$ cat config.mk
export PLATFORM = sky130hd
export DESIGN_NAME = stack_rpn_sequencer
export DESIGN_NICKNAME = d
export VERILOG_FILES = /design/src/rtl/stack_rpn_sequencer.sv
export SDC_FILE = /design/constraint.sdc
export NUM_CORES = 1
export LEC_CHECK = 0
export CAP_MARGIN = 10
export CORE_ASPECT_RATIO = 1.75
export CORE_MARGIN = 2
export CORE_UTILIZATION = 43
export DETAILED_ROUTE_END_ITERATION = 8
export PLACE_DENSITY = 0.81
export SLEW_MARGIN = 20
export SYNTH_ARGS = -nofsm -noshare
export SYNTH_HDL_FRONTEND = slang
export SYNTH_SLANG_ARGS = --single-unit
$ cat constraint.sdc
create_clock -name clk -period 2.4 [get_ports clk]
set_clock_uncertainty 0.1 [all_clocks]
set_input_delay 0.24 -clock clk [delete_from_list [all_inputs] [get_ports clk]]
set_output_delay 0.24 -clock clk [all_outputs]
set_load 0.1 [all_outputs]
$ cat src/rtl/stack_rpn_sequencer.sv
// RPN token sequencer: turns operand/operator/end tokens into opcodes for an external
// arithmetic stack, tracks stack depth, and reports one result (or error) per expression.
module stack_rpn_sequencer #(
    parameter int unsigned WIDTH = 16,
    parameter int unsigned DEPTH = 256
) (
    input  logic             clk,
    input  logic             rst_n,
    input  logic             tok_valid,
    output logic             tok_ready,
    input  logic [1:0]       tok_kind,
    input  logic [WIDTH-1:0] tok_data,
    output logic             res_valid,
    input  logic             res_ready,
    output logic [WIDTH-1:0] res_data,
    output logic [1:0]       res_code,
    output logic [2:0]       stk_opcode,
    output logic [WIDTH-1:0] stk_input_data,
    input  logic [WIDTH-1:0] stk_output_data,
    input  logic             stk_overflow,
    output logic             busy
);

    localparam int unsigned CW = $clog2(DEPTH + 1);
    localparam logic [CW-1:0] DepthVal = CW'(DEPTH);
    localparam logic [CW-1:0] One      = CW'(1);
    localparam logic [CW-1:0] Two      = CW'(2);

    localparam logic [1:0] KindOperand = 2'b00;
    localparam logic [1:0] KindAdd     = 2'b01;
    localparam logic [1:0] KindMul     = 2'b10;
    localparam logic [1:0] KindEnd     = 2'b11;

    localparam logic [2:0] OpNop  = 3'b000;
    localparam logic [2:0] OpAdd  = 3'b100;
    localparam logic [2:0] OpMul  = 3'b101;
    localparam logic [2:0] OpPush = 3'b110;
    localparam logic [2:0] OpPop  = 3'b111;

    typedef enum logic [2:0] {
        StIdle, StExec, StSettle, StDiscard, StFlush, StFlushWait, StCapture, StResult
    } state_e;

    state_e           state_q, state_d;
    logic [CW-1:0]    count_q, count_d;
    logic [1:0]       kind_q, kind_d;
    logic [WIDTH-1:0] data_q, data_d;
    logic [1:0]       err_q, err_d;
    logic             ovf_q, ovf_d;
    logic [WIDTH-1:0] res_data_q, res_data_d;

    logic accept;
    assign accept = tok_valid && tok_ready;

    always_ff @(posedge clk or negedge rst_n) begin
        if (!rst_n) begin
            state_q    <= StIdle;
            count_q    <= '0;
            kind_q     <= KindOperand;
            data_q     <= '0;
            err_q      <= 2'b00;
            ovf_q      <= 1'b0;
            res_data_q <= '0;
        end else begin
            state_q    <= state_d;
            count_q    <= count_d;
            kind_q     <= kind_d;
            data_q     <= data_d;
            err_q      <= err_d;
            ovf_q      <= ovf_d;
            res_data_q <= res_data_d;
        end
    end

    always_comb begin
        state_d    = state_q;
        count_d    = count_q;
        kind_d     = kind_q;
        data_d     = data_q;
        err_d      = err_q;
        ovf_d      = ovf_q;
        res_data_d = res_data_q;
        tok_ready  = 1'b0;
        res_valid  = 1'b0;
        stk_opcode = OpNop;

        case (state_q)
            StIdle: begin
                // Gated by rst_n so nothing is offered while reset is held.
                tok_ready = rst_n;
                if (accept) begin
                    unique case (tok_kind)
                        KindOperand: begin
                            if (count_q == DepthVal) begin
                                err_d   = (err_q != 2'b00) ? err_q : 2'b10;
                                state_d = StDiscard;
                            end else begin
                                kind_d  = tok_kind;
                                data_d  = tok_data;
                                state_d = StExec;
                            end
                        end
                        KindAdd, KindMul: begin
                            if (count_q < Two) begin
                                err_d   = (err_q != 2'b00) ? err_q : 2'b01;
                                state_d = StDiscard;
                            end else begin
                                kind_d  = tok_kind;
                                state_d = StExec;
                            end
                        end
                        KindEnd: begin
                            if (count_q != One) begin
                                err_d   = (err_q != 2'b00) ? err_q : 2'b01;
                                state_d = (count_q == '0) ? StResult : StFlush;
                            end else begin
                                kind_d  = tok_kind;
                                state_d = StExec;
                            end
                        end
                    endcase
                end
            end
            StExec: begin
                unique case (kind_q)
                    KindOperand: begin
                        stk_opcode = OpPush;
                        count_d    = count_q + One;
                    end
                    KindAdd: begin
                        stk_opcode = OpAdd;
                        count_d    = count_q - One;
                    end
                    KindMul: begin
                        stk_opcode = OpMul;
                        count_d    = count_q - One;
                    end
                    KindEnd: begin
                        stk_opcode = OpPop;
                        count_d    = '0;
                    end
                endcase
                state_d = StSettle;
            end
            StSettle: begin
                if ((kind_q == KindAdd || kind_q == KindMul) && stk_overflow) begin
                    ovf_d = 1'b1;
                end
                state_d = (kind_q == KindEnd) ? StCapture : StIdle;
            end
            StDiscard: begin
                tok_ready = 1'b1;
                if (accept && tok_kind == KindEnd) begin
                    state_d = (count_q == '0) ? StResult : StFlush;
                end
            end
            StFlush: begin
                stk_opcode = OpPop;
                count_d    = count_q - One;
                state_d    = StFlushWait;
            end
            StFlushWait: begin
                state_d = (count_q == '0) ? StResult : StFlush;
            end
            StCapture: begin
                res_data_d = stk_output_data;
                state_d    = StResult;
            end
            StResult: begin
                res_valid = 1'b1;
                if (res_ready) begin
                    // Clearing res_data here makes the error/flush path report zero.
                    err_d      = 2'b00;
                    ovf_d      = 1'b0;
                    res_data_d = '0;
                    state_d    = StIdle;
                end
            end
            default: state_d = StIdle;
        endcase
    end

    assign res_data       = res_data_q;
    assign res_code       = (err_q != 2'b00) ? err_q : (ovf_q ? 2'b11 : 2'b00);
    assign stk_input_data = data_q;
    assign busy           = (state_q != StIdle);

endmodule

* Yosys cells after proc, flatten, opt, wreduce, memory -nomap -nowiden *
Cells that the tools add are included.

storage, ports and cells
  register bits after elaboration = 49
  input port bits = 39
  logic and storage cells = 95

operators by class
  add/sub/neg operators = 2
  magnitude comparators = 1
  equality and inequality tests = 26
  muxes and demuxes = 36
  bitwise operators = 1
  reduce and logical (&&, ||, !) cells = 22

operator list
  cell                   number
  $pmux W16 S2           1
  $mux W2                15
  $pmux W9 S3            1
  $pmux W3 S8            1
  $pmux W9 S2            1
  $mux W16               1
  $mux W3                5
  $ne A2 B2 Y1 const B   7
  $eq A3 B3 Y1 const B   4
  $ne A3 B3 Y1 const B   4
  $pmux W2 S3            2
  $pmux W3 S4            1
  $reduce_bool A2 Y1     5
  $add A9 B1 Y9 const B  1
  $eq A9 B9 Y1 const B   1
  $logic_not A9 Y1       1
  $lt A9 B2 Y1 const B   1
  $ne A9 B1 Y1 const B   1
  $pmux W3 S3            1
  $sub A9 B1 Y9 const B  1
  $eq A2 B2 Y1 const B   4
  $reduce_and A7 Y1      1
  $eq A3 B2 Y1 const B   2
  $pmux W3 S2            1
  other kinds (16)       25

* Longest topological paths before layout *
Gate-level depths: netlist of the first run.

  depth after elaboration = 6
  gate-level depth with buffers = 8
  depth with buffers taken out = 7

* Least setup slack after synthesis of the first run *
No wires, ideal clock.

  kind = reg-to-output
  start = register kind_q[0]
  end = output port stk_opcode[0]
  arrival time = 2.652 ns
  required time = 2.060 ns
  slack = -0.592 ns
  stages on the path, launching flop included = 6
  cells stage by stage = dfrtp_1 > inv_1 > ha_1 > clkbuf_1 > or3_1 > a21oi_1

on the way
  longest elaborated chain between the ends = 3
  elaborated cells between the ends (all ways) = 6

ends and longest elaborated chain
  element                               line  text
  start, declared                       46    logic [1:0] kind_q, kind_d;
  start signal, assigned                59    kind_q <= KindOperand;
  start signal, assigned                67    kind_q <= kind_d;
  $eq A2 B2 Y1 (tied with other cells)  125   unique case (kind_q)
  $pmux W3 S4 *                         125
  $pmux W3 S2 *                         87    case (state_q)
  end, declared                         17    output logic [2:0] stk_opcode,

Mark *: on every way between the ends. The rest lies on a longest branch, timed or not. The select of a mux whose other input is x is not followed.

* Worst setup path in the final report of the first run *
  start = register state_q[0]
  end = output port stk_opcode[2]

on the way
  longest elaborated chain between the ends = 2
  elaborated cells between the ends (all ways) = 3

ends and longest elaborated chain
  element                                       line  text
  start, declared                               44    state_e state_q, state_d;
  start signal, assigned                        57    state_q <= StIdle;
  start signal, assigned                        65    state_q <= state_d;
  $eq A3 B3 Y1 or $eq A3 B1 Y1 (tied branches)  87
  $pmux W3 S2 *                                 87

Mark *: on every way between the ends. The rest lies on a longest branch, timed or not.

==> impl_metrics.ini, run 1 <==
[outcome]
status = complete, no violations

[worst_setup_path]
reg2regPathDepth = 5
critPathMaxStageDelay_ps = 530
slowest_stage = dfrtp_1
r2r_start = count_q[6]$_DFFE_PN0P_
cp.arrival_ps = 2030
crit_fanout = 7
critical_path_depth = 5
critPathTopFamily = buffers and inverters
crit_chain = nand2b_1 > a21o_1 > clkinv_1 > buf_4 > buf_12
cp.required_ps = 2060
crit_type = register to output port
start_kind = register
crit_buf_inv = 3
setup.worst_path.start = state_q[0]$_DFFE_PN0P_
end_kind = output port

[die]
die_area_um2 = 6930
ios = 79
core_um2 = 6130
initial_core_util_pct = 43.8
row_count = 38
die_w_um = 63.8
die_h_um = 109

[yosys]
synth_top_area_share_pct = 45.6
synth_area_leader_cell = dfrtp_1
ys_seq_area_share_pct = 45.6
ys_ff_latch = 49
syn_inst = 262
postSynthNetCount = 310
syn-cell-area_um2 = 2690
synthFlopType = dfrtp_1
synth_cell_types = 54
ys_warn_count = 0
synth_edf_count = 0
async_flop_share_pct = 100
synthTopCellsByArea = dfrtp_1 46%, a22o_1 5.2%, mux2_1 5.0%, ha_1 4.2%, nand2_1 2.9%
yosysMostFrequentCell = dfrtp_1
synth_area_per_cell_um2 = 10.3
netlist_top_cells_count = 49 x dfrtp_1, 21 x nand2_1, 17 x nor2_1

[detailed_routing]
vias = 2416
dr.pass1.iters = 4
drt_iter0_markers = 82
ant_nets = 0
via_per_inst = 5.64
routed_wl_um = 7100
wl_per_cell_um = 16.6
drc = 0

[clocking]
htreeDepth = 2
cts_setup_buffers = 0
clk_latency_ps = 300
cts_buffer_depth = 2
clock-root-buffer = clkbuf_8
clkTransAtPathRegs_ps = 90
numCtsBuffers = 5
cts_tree = done
clkSinkCount = 49

[placed_design]
gp_congestion = 0.941
portBuffers = 78
dp_hpwl_um = 5470
pre_cts_slack_ps = 91.4
dp.cells = 420

[finish]
area_growth_syn_to_layout_pct = 38.9
fill_cells = 520
fin_nets = 395
finalNonFillerCells = 428
drive_above_1_share_pct = 24.7
n_antenna_cell = 0

[grt]
grt_use_total_pct = 20.8
grt_pass1_vias = 2525
antenna_found_initial = 0
grt.overflow.total = 0
grt_start_max_net_pins = 50
grt_pass1_wl_um = 11400

[sta]
hold_ws_ps = 24.6
fin_ws_ps = 29.2
hold_violations = 0
rsz0062_at_grt = no
fmax_mhz = 422
period_minus_slack_ps = 2370
worstMarginPinSlew_ps = 704
maxSlewViolCount = 0
finalSetupViolations = 0
finalCritPeriodShare_pct = 98.8
worst_slew_margin_rel_pct = 53.1

[worst_hold_path]
hp-class = input pin to async pin

[run]
cap_violations = 0
registers in the layout, indices dropped and copies added, names as in the netlist:
signal          count
err_q               2
count_q             9
res_data           16
ovf_q               1
state_q             3
stk_input_data     16
kind_q              2
per-layer routing:
| metal | vias to the layer above | track usage (%) | wire length [µm] |
|---|---|---|---|
| met3 | 23 | 3.41 | 273 |
| met1 | 1170 | 20.7 | 2620 |
| li1 | 1147 | - | - |
| met2 | 76 | 41.0 | 3970 |
| met5 | - | 0 | 0 |
| met4 | 0 | 9.94 | 231 |
through the flow:
stage	TNS, ps	instance area [µm²]	utilization (%)
2_1_floorplan	-1410	2710	-
3_3_place_gp	0	3610	58.9
3_5_place_dp	0	3610	58.9
4_1_cts	0	3730	60.9
5_1_grt	0	3740	60.9
6_report	0	3740	60.9
kinds of logic (layout without fill, tap and decap cells):
kind of cell	count (synthesis)	count (layout)	share of synthesized area, %
fa+ha+maj	9	9	4.19
flops	49	49	45.6
simple gates	72	72	14.5
buf+inv	32	118	5.12
compound gates	79	79	21.9
xor+xnor	1	1	0.326
mux	20	20	8.38
path summary, 6_finish.rpt:
kind / to / slack (ps)
setup / recovery: stk_opcode[2] / 30
setup reg to reg: err_q[0]$_DFFE_PN0P_ / 80
max in group asynchronous: count_q[6]$_DFFE_PN0P_ / 1700
hold / removal: count_q[2]$_DFFE_PN0P_ / 20
hold reg to reg: stk_input_data[1]$_DFFE_PN0P_ / 400
min in group clk: state_q[1]$_DFFE_PN0P_ / 360
final cells by class:
type	instances	area (µm²)	area share (%)
Multi-Input combinational cell	181	1340	35.9
Sequential cell	49	1230	32.9
Timing Repair Buffer	94	883	23.6
Tap cell	80	100	2.68
Clock buffer	6	82.6	2.21
Inverter	16	63.8	1.71
Clock inverter	2	37.5	1.00
cells in the final DEF, fill, tap and decap left out, drive strengths merged, types with 3 or more instances in the layout:
cell type	instances
buf	57
dfrtp	49
clkdlybuf4s50	37
nand2	21
nor2	17
mux2	17
a22o	16
inv	14
o21ai	13
a21oi	11
ha	9
nand3	8
o22ai	6
clkbuf	6
a31oi	5
nand2b	4
a21o	4
a32oi	4
and3	4
nor4	4
o31ai	4
o211ai	3
mux2i	3
repair_timing:
action                                  CTS  global route
hold buffers                              0             0
endpoints found under the setup margin    0             3
gates resized for setup                   0             2
endpoints found under the hold margin     0             0
Power of run 1 is left out: the tool's default activity adds up to more than one toggle a clock period on the data nets, which glitch-free logic cannot reach.
==> run 2: changes to the inputs <==
--- a/config.mk
+++ b/config.mk
@@ -10,7 +10,7 @@
 export CORE_MARGIN = 2
 export CORE_UTILIZATION = 43
 export DETAILED_ROUTE_END_ITERATION = 8
-export PLACE_DENSITY = 0.81
+export PLACE_DENSITY = 0.88
 export SLEW_MARGIN = 20
 export SYNTH_ARGS = -nofsm -noshare
 export SYNTH_HDL_FRONTEND = slang
==> run 2 against run 1 <==
  * First-iteration DRC count rose by 48%
  * Final cell count fell by 0.70%
  * Critical path depth did not move
  * Sequential cell count did not move
  * Setup slack improved by 68 ps
  * Worst hold slack improved by 380 ps
  * Design area fell by 0.64%
  * Register-to-register slack improved by 20 ps
  * Sequential share of layout area rose by 0.18 points
  * Maximum frequency rose by 3.0%
  * Global-route usage fell by 0.12 points
==> impl_metrics.ini, run 2 (synthesis results as in run 1) <==
[placed_design]
pre_cts_slack_ps = 98.7
dp_hpwl_um = 5410
gp_congestion = 0.867
portBuffers = 78
dpl_cell_area_um2 = 3580

[worst_hold_path]
hp-class = register to register

[grt]
grt_pass1_wl_um = 11200
grt_pass1_vias = 2399
grt_start_max_net_pins = 50
grt_use_total_pct = 20.7
antenna_found_initial = 0
grt.overflow.total = 0

[finish]
final_common_cell = dfrtp_1
final_util_pct = 60.5
drive_above_1_share_pct = 23.8
area_growth_syn_to_layout_pct = 38.1
mostFrequentLayoutCells = 48 x dfrtp_1, 45 x buf_4, 37 x clkdlybuf4s50_1
fill_cells = 484
stdcell_area_um2 = 3710
fin_nets = 392
n_antenna_cell = 0

[die]
die_h_um = 109
core_um2 = 6130
initial_core_util_pct = 43.8
ios = 79
die_w_um = 63.8
die_area_um2 = 6930
row_count = 38

[clocking]
clock-root-buffer = clkbuf_8
numCtsBuffers = 5
htreeDepth = 2
cts_buffer_depth = 2
clk_latency_ps = 320
clkTransAtPathRegs_ps = 90
cts_tree = done
clkSinkCount = 49
cts_setup_buffers = 0

[sta]
finalCritPeriodShare_pct = 95.9
finalSetupViolations = 0
maxSlewViolCount = 0
fmax_mhz = 434
worst_slew_margin_rel_pct = 52.3
rsz0062_at_grt = no
period_minus_slack_ps = 2300
hold_ws_ps = 402
worstMarginPinSlew_ps = 710
hold_violations = 0
fin_ws_ps = 97.6

[worst_setup_path]
cp.arrival_ps = 2400
start_kind = register
cp.required_ps = 2500
critPathMaxStageDelay_ps = 590
end_kind = register
crit_chain = or4_4 > o21ai_2 > o31ai_2 > a2111oi_4 > mux2_4
crit_type = register to register
crit_fanout = 7
slowest_stage = or4_4

[detailed_routing]
wl_per_cell_um = 16.5
vias = 2410
via_per_inst = 5.67
ant_nets = 0
dr.pass1.iters = 4
drc = 0
drt_iter0_markers = 121
routed_wl_um = 7010

[run]
cap_violations = 0

[outcome]
status = complete, no violations
==> run 2: worst paths after layout <==
kind	start	slack, ps	endpoint	cells after the start
hold reg to reg	stk_input_data[2]$_DFFE_PN0P_	400	stk_input_data[2]$_DFFE_PN0P_	1
hold / removal	stk_input_data[2]$_DFFE_PN0P_	400	stk_input_data[2]$_DFFE_PN0P_	1
setup reg to reg	count_q[6]$_DFFE_PN0P_	100	err_q[0]$_DFFE_PN0P_	5
min in group asynchronous	rst_n	490	count_q[2]$_DFFE_PN0P_	3
setup / recovery	count_q[6]$_DFFE_PN0P_	100	err_q[0]$_DFFE_PN0P_	5
max in group asynchronous	rst_n	1290	state_q[0]$_DFFE_PN0P_	3
==> run 2: per-layer routing <==
layer / routed length (µm) / track usage [%] / vias to the layer above
met4: 263 / 13.4 / 0
met2: 3820 / 37.7 / 97
met5: 0 / 0 / -
met1: 2570 / 20.7 / 1156
met3: 348 / 5.06 / 24
li1: - / - / 1133
==> run 2: area by class of cell <==
type	count	area, µm²	area share, %
multi-input combinational	181	1350	36.2
timing repair buffer	91	863	23.3
clock buffer	5	68.8	1.85
clock inverter	3	43.8	1.18
inverter	16	63.8	1.72
tap	80	100	2.70
sequential	49	1230	33.1
==> run 2: worst max-delay path: cells and delay by family (launching register included) <==
family,cells,cell delay (ps)
simple gates,1,590
flops,1,470
compound gates,3,690
mux,1,330
==> run 2: repair_timing <==
action	4_1_cts	5_1_grt
endpoints found under the setup margin	0	3
endpoints found under the hold margin	49	0
hold buffers	1	0
resized for setup	0	2
==> run 2: through the flow <==
stage	setup TNS, ps	cells
after floorplan	-1410	262
after global placement	0	416
after detailed placement	0	416
after CTS	0	425
after global routing	0	425
final	0	425
Power of run 2 is left out for the same reason.
